`config.mk`:
```
export PLATFORM = sky130hd
export DESIGN_NAME = uart_tx_frame
export DESIGN_NICKNAME = d
export VERILOG_FILES = /design/src/rtl/uart_pkg.sv /design/src/rtl/uart_bit_timer.sv /design/src/rtl/uart_tx_frame.sv
export SDC_FILE = /design/constraint.sdc
export NUM_CORES = 1
export LEC_CHECK = 0
export ABC_AREA = 1
export BUFFER_PORTS_ARGS = -buffer_cell sky130_fd_sc_hd__clkbuf_2
export CORE_MARGIN = 2
export CORE_UTILIZATION = 53
export DETAILED_ROUTE_END_ITERATION = 16
export GPL_TIMING_DRIVEN = 0
export PLACE_DENSITY = 0.75
export SLEW_MARGIN = 25
export SYNTH_ARGS = -nofsm -noshare
export SYNTH_HDL_FRONTEND = slang
export SYNTH_SLANG_ARGS = --single-unit
```
`constraint.sdc`:
```
create_clock -name clk -period 2.1 [get_ports clk]
set_input_delay 0.42 -clock clk [delete_from_list [all_inputs] [get_ports clk]]
set_output_delay 0.42 -clock clk [all_outputs]
set_load 0.02 [all_outputs]
```
`src/rtl/uart_pkg.sv`:
```
// Shared definitions for the UART transmit/receive path: FSM encoding, parity modes,
// line levels and a counter-width helper.
package uart_pkg;

    typedef logic [2:0] state_t;

    localparam state_t ST_IDLE   = 3'd0;
    localparam state_t ST_START  = 3'd1;
    localparam state_t ST_DATA   = 3'd2;
    localparam state_t ST_PARITY = 3'd3;
    localparam state_t ST_STOP   = 3'd4;

    localparam logic PAR_EVEN = 1'b0;
    localparam logic PAR_ODD  = 1'b1;

    localparam logic LINE_IDLE  = 1'b1;
    localparam logic LINE_START = 1'b0;
    localparam logic LINE_STOP  = 1'b1;

    // Bits needed to hold max_val, never less than one.
    function automatic int unsigned width_for(input int unsigned max_val);
        return (max_val < 2) ? 1 : $clog2(max_val + 1);
    endfunction

endpackage

```
`src/rtl/uart_bit_timer.sv`:
```
// Bit-period timer: counts CLKS_PER_BIT-1 down to 0, flags terminal count, reloads itself.
module uart_bit_timer
    import uart_pkg::*;
#(
    parameter int unsigned CLKS_PER_BIT = 16
) (
    input  logic clk,
    input  logic rst,
    input  logic load,
    output logic tick
);

    localparam int unsigned CW = width_for(CLKS_PER_BIT - 1);
    localparam logic [CW-1:0] RELOAD = CW'(CLKS_PER_BIT - 1);

    logic [CW-1:0] cnt_q;

    always_ff @(posedge clk) begin
        if (rst) begin
            cnt_q <= '0;
        end else if (load || cnt_q == '0) begin
            cnt_q <= RELOAD;
        end else begin
            cnt_q <= cnt_q - CW'(1);
        end
    end

    assign tick = (cnt_q == '0);

endmodule

```
`src/rtl/uart_tx_frame.sv`:
```
// Parametrised UART transmitter: start, data (selectable order), optional parity, 1-2 stops.
module uart_tx_frame
    import uart_pkg::*;
#(
    parameter int unsigned DATA_WIDTH   = 8,
    parameter int unsigned CLKS_PER_BIT = 16,
    parameter int unsigned PARITY_EN    = 0,
    parameter int unsigned PARITY_ODD   = 0,
    parameter int unsigned STOP_BITS    = 1,
    parameter int unsigned MSB_FIRST    = 1
) (
    input  logic                  clk,
    input  logic                  rst,
    input  logic                  tx_start,
    input  logic [DATA_WIDTH-1:0] tx_pi,
    output logic                  tx_so,
    output logic                  tx_busy,
    output logic                  tx_done
);

    localparam int unsigned IDX_MAX = (DATA_WIDTH > STOP_BITS) ? DATA_WIDTH - 1 : STOP_BITS - 1;
    localparam int unsigned IW      = width_for(IDX_MAX);
    localparam logic        PAR_SEL = (PARITY_ODD != 0) ? PAR_ODD : PAR_EVEN;

    state_t                state_q, state_d;
    logic [DATA_WIDTH-1:0] shift_q, shift_d;
    logic [IW-1:0]         idx_q, idx_d;
    logic                  par_q, par_d;
    logic                  so_q, so_d;
    logic                  busy_q, busy_d;
    logic                  done_q, done_d;
    logic                  load;
    logic                  tick;
    logic                  next_bit;
    logic [DATA_WIDTH-1:0] shift_nx;

    uart_bit_timer #(
        .CLKS_PER_BIT(CLKS_PER_BIT)
    ) u_timer (
        .clk (clk),
        .rst (rst),
        .load(load),
        .tick(tick)
    );

    // Bit leaves from one end of the shift register; the rest moves towards that end.
    assign next_bit = (MSB_FIRST != 0) ? shift_q[DATA_WIDTH-1] : shift_q[0];
    assign shift_nx = (MSB_FIRST != 0) ? (shift_q << 1) : (shift_q >> 1);

    always_comb begin
        state_d = state_q;
        shift_d = shift_q;
        idx_d   = idx_q;
        par_d   = par_q;
        so_d    = so_q;
        busy_d  = busy_q;
        done_d  = 1'b0;
        load    = 1'b0;
        case (state_q)
            ST_IDLE: begin
                if (tx_start) begin
                    shift_d = tx_pi;
                    par_d   = (^tx_pi) ^ PAR_SEL;
                    state_d = ST_START;
                    so_d    = LINE_START;
                    busy_d  = 1'b1;
                    load    = 1'b1;
                end
            end
            ST_START: begin
                if (tick) begin
                    state_d = ST_DATA;
                    idx_d   = '0;
                    so_d    = next_bit;
                    shift_d = shift_nx;
                end
            end
            ST_DATA: begin
                if (tick) begin
                    if (idx_q == IW'(DATA_WIDTH - 1)) begin
                        idx_d = '0;
                        if (PARITY_EN != 0) begin
                            state_d = ST_PARITY;
                            so_d    = par_q;
                        end else begin
                            state_d = ST_STOP;
                            so_d    = LINE_STOP;
                        end
                    end else begin
                        idx_d   = idx_q + IW'(1);
                        so_d    = next_bit;
                        shift_d = shift_nx;
                    end
                end
            end
            ST_PARITY: begin
                if (tick) begin
                    state_d = ST_STOP;
                    idx_d   = '0;
                    so_d    = LINE_STOP;
                end
            end
            ST_STOP: begin
                if (tick) begin
                    if (idx_q == IW'(STOP_BITS - 1)) begin
                        state_d = ST_IDLE;
                        so_d    = LINE_IDLE;
                        busy_d  = 1'b0;
                        done_d  = 1'b1;
                    end else begin
                        idx_d = idx_q + IW'(1);
                    end
                end
            end
            default: begin
                state_d = ST_IDLE;
                so_d    = LINE_IDLE;
                busy_d  = 1'b0;
            end
        endcase
    end

    always_ff @(posedge clk) begin
        if (rst) begin
            state_q <= ST_IDLE;
            shift_q <= '0;
            idx_q   <= '0;
            par_q   <= 1'b0;
            so_q    <= LINE_IDLE;
            busy_q  <= 1'b0;
            done_q  <= 1'b0;
        end else begin
            state_q <= state_d;
            shift_q <= shift_d;
            idx_q   <= idx_d;
            par_q   <= par_d;
            so_q    <= so_d;
            busy_q  <= busy_d;
            done_q  <= done_d;
        end
    end

    assign tx_so   = so_q;
    assign tx_busy = busy_q;
    assign tx_done = done_q;

endmodule

```
==> run metrics <==
setup TNS=0 ps; largest family of logic cells by synthesized area=simple AND/OR/NAND/NOR gates; Total Power=1.77 mW; average wire per standard cell=10.3 um; status=completed; ANT cells=0; Syn Inst Count=189; Placer Congestion=0.832; PwrDens=1290 nW/um2; number of H-tree levels=1; Total Wirelength=2.40 mm; Setup-failing EPs final=0; worst rel slew slack=74.7%; WS Path Type=flop to flop; Area Growth Syn to Fin=9.84%; Filler Cell Count=237; Clock transition at path regs=130 ps; most common cell after layout, fill and taps aside=nand2_1; synth unique cells=24; Final Cycle Share=73.2%; element type at the critical path end=flop; GR Util All Layers=20.7%; Worst-Skew Late Latency=320 ps; Syn. warnings=0; post-synthesis simple-gate area fraction=41.7%; worst slew pin tran=380 ps; most used cell, CP=nand2_4; hold crit path type=input port to flop; largest net degree at the start of global routing=13; global route overflow=0; Initial Utilization=56.3%; root buf cell=clkbuf_4; post-synthesis adder-cell area fraction=5.02%; Fin. Hold Viols=0; Row Count=17; Max Clock Skew=5.62 ps; min Tclk post-route=1540 ps; Inst Count DP=229; Startpoint Class=flop; Post-Syn Nets=205; CTS tree=yes; commonest non-fill, non-tap cells in the layout=57 x nand2_1, 32 x inv_1, 25 x nor2_1; Die Y=52.5 um; Mean Syn Cell Area=6.59 um2; Pins Over Slew Limit=0; DRC viols=0; I/O Pins=14; CTS max path bufs=2; worst-path cell chain=inv_1 > nor2_2 > nand2_4 > nand2_4 > nand2_4 > nand3_4 > buf_6 > nand2_1 > nand2_1 > nor2_1; Leak=0.759 nW; die area=2760 um2; IO Port Bufs=12; final core utilization=61.9%; required time worst endpoint=2330 ps; die width=52.5 um; CP arrival=1770 ps; vias per cell=4.90; post-route non-filler standard cell count=233; synthesized area=1250 um2; Max VDD drop=628 uV; mux cell area share after synthesis=0%; CORE AREA=2210 um2; unrepaired setup endpoints after global routing=no; initial antenna violation count=0; Post-CTS Resized=0; first-pass GRT wire length=4.21 mm; Num CTS Buffers=3; share of layout cells above drive strength 1=15.1%; placed instance area=1340 um2; Final #Nets=222; via count=1141; worst-path maximum fanout=10; Num Clock Sinks=21; Compound-Gate Fraction of Synth Area=6.43%; register area share after synthesis=33.7%; max frequency=651 MHz; vias in the first global route=1016; TritonRoute pass-1 iters=4; flops & latches, synth=21; 1st-iter DRT viols=22; Max Cap Viol=0; Final Instance Area=1370 um2; slowest CP cell=dfxtp_1; CP max stage delay=380 ps; Synth Area in XOR/XNOR=0%; Post-DP HPWL=1.82 mm; post-CTS setup buffer count=0; final antenna-violating net count=0; CTS Hold Bufs=0
where the power goes:
part	total [mW]	leakage [nW]	internal (mW)	switching [mW]
registers	0.596	0.174	0.523	0.0727
clock network	0.205	0.0177	0.0714	0.134
logic	0.968	0.567	0.358	0.610
critical path: cells and delay by family, from the launching register on:
family / cells / cell delay [ps]
AND/OR/NAND/NOR: 8 / 810
flip-flops: 1 / 380
buffers and inverters: 2 / 260
cell usage after synthesis:
master	n	area share (%)
nor3b_1	1	0.60
a21oi_1	6	2.4
nand3_4	2	2.8
nor2_1	25	7.5
ha_1	5	5.0
nor3_1	1	0.40
o21bai_1	1	0.60
inv_2	1	0.30
clkbuf_8	1	1.1
nand2_1	57	17
nand3_1	14	5.6
inv_1	32	9.6
nand2_2	1	0.50
or2_2	2	1.0
o21ai_1	1	0.40
nor2_2	1	0.50
nor2_4	2	1.8
clkbuf_1	1	0.30
nand4_1	2	1.0
a31oi_1	2	1.0
o21ai_0	5	2.0
nand2_4	3	2.7
buf_6	2	1.8
dfxtp_1	21	34
stage by stage:
stage	hold slack [ps]	setup slack, ps
global placement	453	624
detailed placement	459	597
global route	441	382
floorplan	474	732
finish	421	563
CTS	416	572
sequential cells by signal, indices dropped and copies added (netlist names):
signal         cells
state_q            3
tx_busy            1
u_timer.cnt_q      4
tx_so              1
shift_q            8
tx_done            1
idx_q              3
layout make-up:
cell class	instances	area (um2)	area share, %
repair buffers	12	60.1	4.39
multi-input cells	131	662	48.4
inverters	33	124	9.05
clock buffers	3	22.5	1.65
well taps	28	35.0	2.56
flip-flops and latches	21	420	30.7
clock inverters	1	5.00	0.366
plain buffers	4	40.0	2.93
kinds of logic (layout without fill, tap and decap cells):
| family | after synthesis | count (layout) |
|---|---|---|
| adder cells (fa/ha/maj) | 5 | 5 |
| flip-flops | 21 | 21 |
| AO/OA/AOI/OAI | 15 | 15 |
| AND/OR/NAND/NOR | 111 | 111 |
| buffers and inverters | 37 | 53 |
layer usage:
metal  up-vias  track usage [%]  share of wire [%]
met1       506             25.2                 48
met5         -                0                  0
met3         5             2.57                4.0
li1        613                -                  -
met2        17             35.6                 45
met4         0             10.3                2.1
path summary, 6_finish.rpt:
| check | from | end | slack (ps) | cells past startpoint |
|---|---|---|---|---|
| setup / recovery | state_q[0] | shift_q[1] | 560 | 10 |
| hold / removal | tx_start | state_q[0] | 420 | 3 |
| setup reg to reg | state_q[0] | shift_q[1] | 560 | 10 |
| hold reg to reg | tx_busy | tx_busy | 490 | 2 |
(Power assumes the default switching activity.)
